File: config.mk
export PLATFORM = sky130hd
export DESIGN_NAME = segment_number_reader
export DESIGN_NICKNAME = d
export VERILOG_FILES = /design/src/rtl/segment_number_reader.sv
export SDC_FILE = /design/constraint.sdc
export NUM_CORES = 1
export LEC_CHECK = 0
export CAP_MARGIN = 20
export CORE_ASPECT_RATIO = 1.1
export CORE_MARGIN = 1.5
export CORE_UTILIZATION = 40
export CTS_BUF_LIST = sky130_fd_sc_hd__clkbuf_8
export CTS_CLUSTER_SIZE = 25
export DETAILED_ROUTE_END_ITERATION = 12
export SLEW_MARGIN = 20
export SYNTH_ARGS = -nofsm -noshare
export SYNTH_HDL_FRONTEND = slang
export SYNTH_SLANG_ARGS = --single-unit
File: constraint.sdc
create_clock -name clk -period 10.88 [get_ports clk]
set_input_delay 1.632 -clock clk [delete_from_list [all_inputs] [get_ports clk]]
set_output_delay 1.632 -clock clk [all_outputs]
set_load 0.01 [all_outputs]
File: src/rtl/segment_number_reader.sv
// Seven-segment frame reader: decodes one digit per beat (LSD first) and rebuilds the binary number.
// Optional: define SEG_READER_ERROR_EN to abort frames on invalid segment patterns and pulse error.
module segment_number_reader #(
  parameter int NUMBER_WIDTH = 16,
  parameter int MAX_DIGITS   = 5
) (
  input  logic                             clk,
  input  logic                             rst_n,
  input  logic                             start,
  input  logic                             seg_valid,
  input  logic                             top_left,
  input  logic                             top,
  input  logic                             top_right,
  input  logic                             bottom_right,
  input  logic                             bottom,
  input  logic                             bottom_left,
  input  logic                             middle,
  output logic [NUMBER_WIDTH-1:0]          number,
  output logic [$clog2(MAX_DIGITS+1)-1:0]  digit_count,
  output logic                             done,
  output logic                             busy,
  output logic                             error
);

  localparam int CW = $clog2(MAX_DIGITS+1);

  localparam logic [1:0] IDLE  = 2'd0;
  localparam logic [1:0] ACCUM = 2'd1;
  localparam logic [1:0] DONE  = 2'd2;

  logic [1:0]              state;
  logic [NUMBER_WIDTH-1:0] acc;
  logic [NUMBER_WIDTH-1:0] place;
  logic [CW-1:0]           count;

  logic [6:0]              pattern;
  logic [3:0]              dig;
  logic                    is_empty;
  logic                    is_bad;
  logic [NUMBER_WIDTH-1:0] addend;
  logic [NUMBER_WIDTH-1:0] acc_next;
  logic [NUMBER_WIDTH-1:0] place_next;
  logic [CW-1:0]           count_next;
  logic                    last_digit;

  assign pattern = {top_left, top, top_right, bottom_right, bottom, bottom_left, middle};

  // Unrecognised patterns decode as digit 0 and raise is_bad.
  always_comb begin
    dig      = 4'd0;
    is_empty = 1'b0;
    is_bad   = 1'b0;
    case (pattern)
      7'h7E:   dig = 4'd0;
      7'h18:   dig = 4'd1;
      7'h37:   dig = 4'd2;
      7'h3D:   dig = 4'd3;
      7'h59:   dig = 4'd4;
      7'h6D:   dig = 4'd5;
      7'h6F:   dig = 4'd6;
      7'h38:   dig = 4'd7;
      7'h7F:   dig = 4'd8;
      7'h7D:   dig = 4'd9;
      7'h00:   is_empty = 1'b1;
      default: is_bad = 1'b1;
    endcase
  end

  // dig*place and place*10 as shift-add, wrapping at NUMBER_WIDTH.
  always_comb begin
    addend = '0;
    if (dig[0]) addend = addend + place;
    if (dig[1]) addend = addend + (place << 1);
    if (dig[2]) addend = addend + (place << 2);
    if (dig[3]) addend = addend + (place << 3);
    acc_next   = acc + addend;
    place_next = (place << 3) + (place << 1);
    count_next = count + CW'(1);
    last_digit = (count_next == CW'(MAX_DIGITS));
  end

  assign done = (state == DONE);
  assign busy = (state == ACCUM);

`ifdef SEG_READER_ERROR_EN
  logic error_q;
  assign error = error_q;
`else
  assign error = 1'b0;
  logic unused_bad;
  assign unused_bad = is_bad;
`endif

  always_ff @(posedge clk or negedge rst_n) begin
    if (!rst_n) begin
      state       <= IDLE;
      acc         <= '0;
      place       <= NUMBER_WIDTH'(1);
      count       <= '0;
      number      <= '0;
      digit_count <= '0;
`ifdef SEG_READER_ERROR_EN
      error_q     <= 1'b0;
`endif
    end else begin
`ifdef SEG_READER_ERROR_EN
      error_q <= 1'b0;
`endif
      case (state)
        IDLE: begin
          if (start) begin
            acc   <= '0;
            place <= NUMBER_WIDTH'(1);
            count <= '0;
            state <= ACCUM;
          end
        end
        ACCUM: begin
          if (start) begin
            acc   <= '0;
            place <= NUMBER_WIDTH'(1);
            count <= '0;
          end else if (seg_valid) begin
            if (is_empty) begin
              number      <= acc;
              digit_count <= count;
              state       <= DONE;
            end
`ifdef SEG_READER_ERROR_EN
            else if (is_bad) begin
              error_q <= 1'b1;
              state   <= IDLE;
            end
`endif
            else begin
              acc   <= acc_next;
              place <= place_next;
              count <= count_next;
              if (last_digit) begin
                number      <= acc_next;
                digit_count <= count_next;
                state       <= DONE;
              end
            end
          end
        end
        DONE: begin
          if (start) begin
            acc   <= '0;
            place <= NUMBER_WIDTH'(1);
            count <= '0;
            state <= ACCUM;
          end else begin
            state <= IDLE;
          end
        end
        default: state <= IDLE;
      endcase
    end
  end

endmodule

==> results of run 1 <==
## power breakdown
| group | internal (mW) | switching [mW] | total, mW |
|---|---|---|---|
| clock network | 0.0465 | 0.0757 | 0.122 |
| logic | 0.207 | 0.231 | 0.438 |
| registers | 0.256 | 0.0789 | 0.335 |
## through the flow
stage | total power, mW | cell area, µm² | utilization (%)
5_1_grt | 0.9776 | 6376 | 45.85
4_1_cts | 0.9035 | 6376 | 45.85
2_1_floorplan | 0.6386 | 5736 | -
3_3_place_gp | 0.7601 | 6286 | 45.20
6_report | 0.8952 | 6376 | 45.85
3_5_place_dp | 0.7750 | 6286 | 45.20
## synth_stat cells (4+ instances only)
cell and count:
a211oi_1 4, a21o_1 14, a21oi_1 61, a22o_1 17, a31oi_1 4, and2_1 8, clkbuf_1 21, dfrtp_1 55
fa_1 5, ha_1 68, inv_1 45, mux2_2 16, mux2i_1 17, nand2_1 83, nand2b_1 10, nand3_1 12
nand4_1 4, nor2_1 31, nor2b_1 7, nor3_1 7, o211ai_1 6, o21a_1 10, o21ai_0 60, o21bai_1 10
or2_2 4, or3_1 4, xnor2_1 34, xor2_1 22
## layout make-up
class	count	area, µm²
Fill cell	1367	7531
Clock inverter	3	21.27
Inverter	45	168.9
Clock buffer	5	68.82
Timing Repair Buffer	41	380.4
Tap cell	188	235.2
Sequential cell	56	1403
Multi-Input combinational cell	567	4099
## metal layers
metal / wire [µm] / GRT usage [%] / vias up
li1: - / - / 2518
met1: 6693 / 27.31 / 2360
met2: 6413 / 33.04 / 87
met3: 504 / 2.120 / 19
met4: 265 / 5.882 / 0
met5: 0 / 0 / -
## sequential cells by signal, indices dropped and copies added (netlist names)
signal       count
acc             16
number          16
state            2
digit_count      3
count            3
place           16
## worst max-delay path by stage
stage                      start    endpoint  slack, ps  cells past startpoint
after CTS                 bottom  number[15]       1560                     36
after global routing      bottom  number[15]        890                     36
after global placement    bottom  number[15]       1480                     36
after floorplan           middle  number[15]       2070                     37
final                     bottom  number[15]       1520                     36
after detailed placement  bottom  number[15]       1210                     36
## worst reg2reg max path: cells and delay by family (launching register included)
kind,cells,cell delay [ps]
mux,1,100
flops,1,650
simple gates,6,1070
fa+ha+maj,4,1240
compound gates,16,3060
buf+inv,2,160
xor+xnor,4,740
## cell families (layout without fill, tap and decap cells)
logic type / Yosys count / in the layout / share of synthesized area, %
AOI/OAI and AO/OA: 218 / 218 / 24.19
xor gates and xnor gates: 57 / 57 / 8.944
DFF: 56 / 56 / 24.45
adders and majority gates: 73 / 73 / 16.58
buffers and inverters: 68 / 94 / 4.538
and+or+nand+nor: 185 / 185 / 15.12
muxes: 33 / 33 / 6.108
other: 1 / 1 / 0.06538
==> metrics.cfg, run 1 <==
[worst_setup_path]
critical_path_class=in -> reg
cp.required_ps=11120
cpPeakStageDelay_ps=580
path_buf_inv=3
worstRegToRegCells=33
crit_arrival_ps=9600
critPathMostFrequentCell=a21oi_1
r2r-start=place[2]
path_max_fanout=7
crit_path_end_kind=flop
cp_top_family=compound AO/OA/AOI/OAI gates
start_kind=input port
worst_path_max_delay_cell=or4b_1
worstReg2RegEnd=number[15]
r2r_slack_ps=3780

[timing]
fin_ws_ps=1522
tightest_slew_ps=728.0
finalHoldWorstSlack_ps=496.2
setup_viol=0
slew_violations=0
timing.fmax_mhz=106.9
rsz0062_at_grt=false
relSlewSlack_pct=51.25
fin_setup_tns_ps=0
clock_skew_ps=17.90
fin_crit_ps=9358
hold_viol=0
fin_crit_sh_pct=86.01

[yosys]
synth_area_per_cell_um2=8.300
syn_nets=775
synthCells=691
synth_ff_type=dfrtp_1
yosys.area.top_type=dfrtp_1
synth_top_cell_area_share_pct=24.00
ys_async_sr_fraction_pct=100.0
ys_seq_area_share_pct=24.45
synth_edf_count=0
synth_seq_cells=56
ys_types=62
synth_warnings=0
synthesis.area_um2=5736
ys_top_cells_by_area=dfrtp_1 (24%), ha_1 (15%), nand2_1 (5.4%)

[floorplan]
rows=45
core_um2=13910
die_y_um=128.6
ios=33
die_width_um=117.2
die_area_um2=15070
initial_utilization_pct=41.24

[worst_hold_path]
hp-class=reg -> reg
whs_path_depth=2
worstHoldStart=place[15]
min_to=place[15]

[global_route]
grt_usage_pct=19.91
grt_pass1_wl_mm=24.15
grt_max_degree=57
grt_pass1_vias=5042
grt_overflow=0
antenna_found_initial=0

[placement]
gp_congestion=0.8280
io_buffers=31
pre_cts_slack_ps=1207
hpwlAfterDp_mm=10.56
dpl.cell_count=897

[drt]
totalWireLength_mm=13.88
ant_nets=0
wl_per_cell_um=15.33
drtPass1Iterations=4
vias_per_cell=5.507
drtIter0Drc=200
vias=4984
drc=0

[clocking]
cts_buffers=5
h-tree-depth=2
cts_resized=0
cts_tree=built
cts.path.max_buffers=2
postCtsSetupRepairBufs=0
clk_pin_slew_ps=100
insertion_delay_ps=330
cts-root-buf=clkbuf_8
clock-sinks=56
ctsHoldBuffers=0

[pwr]
p_per_area_nw_per_um2=140.4
leakagePower_nw=3.159
vdd_drop_max_mv=0.1178

[finish]
layout_common_cells=nand2_1 (83), ha_1 (68), a21oi_1 (61)
antenna_cells=0
fin_nets=800
area_growth_pct=11.17
drive_gt1_share_pct=6.974
final_common_cell=nand2_1
instances_no_fill=905

[status]
outcome=complete, no violations

[job]
maxCapViolations=0

Power figures use the tool's default switching activity.
==> run 2: changes to the inputs <==
--- a/config.mk
+++ b/config.mk
@@ -5,7 +5,7 @@
 export SDC_FILE = /design/constraint.sdc
 export NUM_CORES = 1
 export LEC_CHECK = 0
-export CAP_MARGIN = 20
+export CAP_MARGIN = 10
 export CORE_ASPECT_RATIO = 1.1
 export CORE_MARGIN = 1.5
 export CORE_UTILIZATION = 40
==> results of run 2 <==
Same layout as run 1: the final DEF is identical, and so are final timing and power.
==> run 3: changes to the inputs <==
--- a/config.mk
+++ b/config.mk
@@ -8,10 +8,11 @@
 export CAP_MARGIN = 10
 export CORE_ASPECT_RATIO = 1.1
 export CORE_MARGIN = 1.5
-export CORE_UTILIZATION = 40
+export CORE_UTILIZATION = 38
 export CTS_BUF_LIST = sky130_fd_sc_hd__clkbuf_8
 export CTS_CLUSTER_SIZE = 25
 export DETAILED_ROUTE_END_ITERATION = 12
+export SKIP_LAST_GASP = 1
 export SLEW_MARGIN = 20
 export SYNTH_ARGS = -nofsm -noshare
 export SYNTH_HDL_FRONTEND = slang
==> run 3 against run 2 <==
Net effect:
- die area rose by 5.1%
- cell area barely moved
- sequential cell count did not move
- highest routed layer unchanged
- first-iteration DRC count rose by 6.0%
- critical endpoint unchanged
- sequential power barely moved
- clock power barely moved
==> metrics.cfg, run 3 (same netlist as run 1, synthesis figures left out) <==
[floorplan]
ios=33  ; unchanged
die_y_um=131.9  ; was 128.6 µm
core_um2=14560  ; was 13910 µm²
rows=46  ; was 45
die_width_um=120.1  ; was 117.2 µm
die_area_um2=15840  ; was 15070 µm²
initial_utilization_pct=39.39  ; was 41.24%

[timing]
fin_setup_tns_ps=0  ; unchanged
tightest_slew_ps=729.6  ; was 728.0 ps
fin_crit_sh_pct=86.20  ; was 86.01%
fin_crit_ps=9378  ; was 9358 ps
finalHoldWorstSlack_ps=496.1  ; was 496.2 ps
fin_ws_ps=1502  ; was 1522 ps
timing.fmax_mhz=106.6  ; was 106.9 MHz
clock_skew_ps=10.11  ; was 17.90 ps
setup_viol=0  ; unchanged
relSlewSlack_pct=51.36  ; was 51.25%
slew_violations=0  ; unchanged
hold_viol=0  ; unchanged
rsz0062_at_grt=false  ; unchanged

[worst_setup_path]
critPathMostFrequentCell=a21oi_1  ; unchanged
cpPeakStageDelay_ps=570  ; was 580 ps
path_buf_inv=3  ; unchanged
worst_path_max_delay_cell=or4b_1  ; unchanged
cp.required_ps=11140  ; was 11120 ps
crit_path_end_kind=flop  ; unchanged
crit_arrival_ps=9640  ; was 9600 ps
path_max_fanout=7  ; unchanged
cp_top_family=compound AO/OA/AOI/OAI gates  ; unchanged
critical_path_class=in -> reg  ; unchanged
start_kind=input port  ; unchanged

[clocking]
cts.path.max_buffers=2  ; unchanged
cts_tree=built  ; unchanged
cts_buffers=5  ; unchanged
clock-sinks=56  ; unchanged
insertion_delay_ps=320  ; was 330 ps
cts_resized=0  ; unchanged
postCtsSetupRepairBufs=0  ; unchanged
ctsHoldBuffers=0  ; unchanged
h-tree-depth=2  ; unchanged
cts-root-buf=clkbuf_8  ; unchanged
clk_pin_slew_ps=110  ; was 100 ps

[finish]
area_growth_pct=11.28  ; was 11.17%
final_common_cell=nand2_1  ; unchanged
antenna_cells=0  ; unchanged
reg.largest.list=acc x16, number x16, place x16  ; unchanged
layout_common_cells=nand2_1 (83), ha_1 (68), a21oi_1 (61)  ; unchanged
fin_nets=800  ; unchanged
drive_gt1_share_pct=7.113  ; was 6.974%
instances_no_fill=909  ; was 905

[pwr]
power_mw=0.9029  ; was 0.8952 mW
p_comb_share_pct=48.9  ; about the same
switching_power_mw=0.3937  ; was 0.3860 mW
clkPwrFrac_pct=13.7  ; about the same
pwr-share-seq_pct=37.3  ; was 37.4%
p_per_area_nw_per_um2=141.5  ; was 140.4 nW/µm²
swShare_pct=43.60  ; was 43.11%
leakagePower_nw=3.157  ; was 3.159 nW
vdd_drop_max_mv=0.1255  ; was 0.1178 mV
p_int_mw=0.5092  ; about the same

[global_route]
grt_pass1_wl_mm=23.81  ; was 24.15 mm
grt_overflow=0  ; unchanged
grt_pass1_vias=5025  ; was 5042
antenna_found_initial=0  ; unchanged
grt_usage_pct=18.26  ; was 19.91%
grt_max_degree=57  ; unchanged

[job]
maxCapViolations=0  ; unchanged

[drt]
wl_per_cell_um=15.69  ; was 15.33 µm
drc=0  ; unchanged
ant_nets=0  ; unchanged
vias_per_cell=5.521  ; was 5.507
vias=5019  ; was 4984
drtPass1Iterations=5  ; was 4
drtIter0Drc=212  ; was 200
totalWireLength_mm=14.27  ; was 13.88 mm

[placement]
hpwlAfterDp_mm=10.74  ; was 10.56 mm
dpl.cell_count=901  ; was 897
pre_cts_slack_ps=1138  ; was 1207 ps
io_buffers=31  ; unchanged
gp_congestion=0.8567  ; was 0.8280

[status]
outcome=complete, no violations  ; unchanged

[worst_hold_path]
hp-class=reg -> reg  ; unchanged

[run 3: cell count changes in the layout (fill, tap and decap cells not counted), sizes merged]
cell / previous run / this run
inv: 48 / 46
clkinv: 0 / 2
[run 3: routing by layer]
| layer | vias up | GRT usage, % | share of wire, % |
|---|---|---|---|
| li1 | 2521 | - | - |
| met1 | 2391 | 23.34 | 47 |
| met2 | 91 | 32.67 | 49 |
| met3 | 16 | 1.773 | 2.5 |
| met4 | 0 | 4.828 | 1.7 |
| met5 | - | 0 | 0 |
[run 3: layout make-up]
type	count	area, µm²
Tap cell	192	240.2
Timing Repair Buffer	41	380.4
Clock buffer	5	68.82
Clock inverter	3	22.52
Sequential cell	56	1403
Fill cell	1440	8179
Multi-Input combinational cell	567	4099
Inverter	45	168.9
[run 3: final timing paths]
| kind | from | endpoint | slack, ps | cells past startpoint |
|---|---|---|---|---|
| worst min-delay path | number[2] | number[2] | 500 | 2 |
| worst min register to register | number[2] | number[2] | 500 | 2 |
| worst max register to register | place[2] | number[15] | 3790 | 33 |
| min in group asynchronous | rst_n | number[15] | 1440 | 2 |
| max in group asynchronous | rst_n | place[7] | 8960 | 2 |
| worst max-delay path | bottom | number[15] | 1500 | 36 |
[run 3: through the flow]
step                      area, µm²  utilization, %
after global placement         6291           43.20
final                          6382           43.83
after detailed placement       6291           43.20
after global routing           6382           43.83
after floorplan                5736               -
after CTS                      6382           43.83
[run 3: power by group through the flow]
stage	clock network, mW	registers [mW]	logic [mW]
final	0.124	0.337	0.442
after global routing	0.138	0.346	0.498
after CTS	0.131	0.335	0.443
after detailed placement	0	0.339	0.439
after global placement	0	0.337	0.420
after floorplan	0	0.317	0.321
[run 3: worst register-to-register path, delay by kind of cell, from the launching register on]
kind / cells / cell delay (ps)
compound gates: 16 / 3050
fa+ha+maj: 4 / 1250
simple gates: 6 / 1070
xor+xnor: 4 / 760
flops: 1 / 640
buf+inv: 2 / 160
mux: 1 / 110
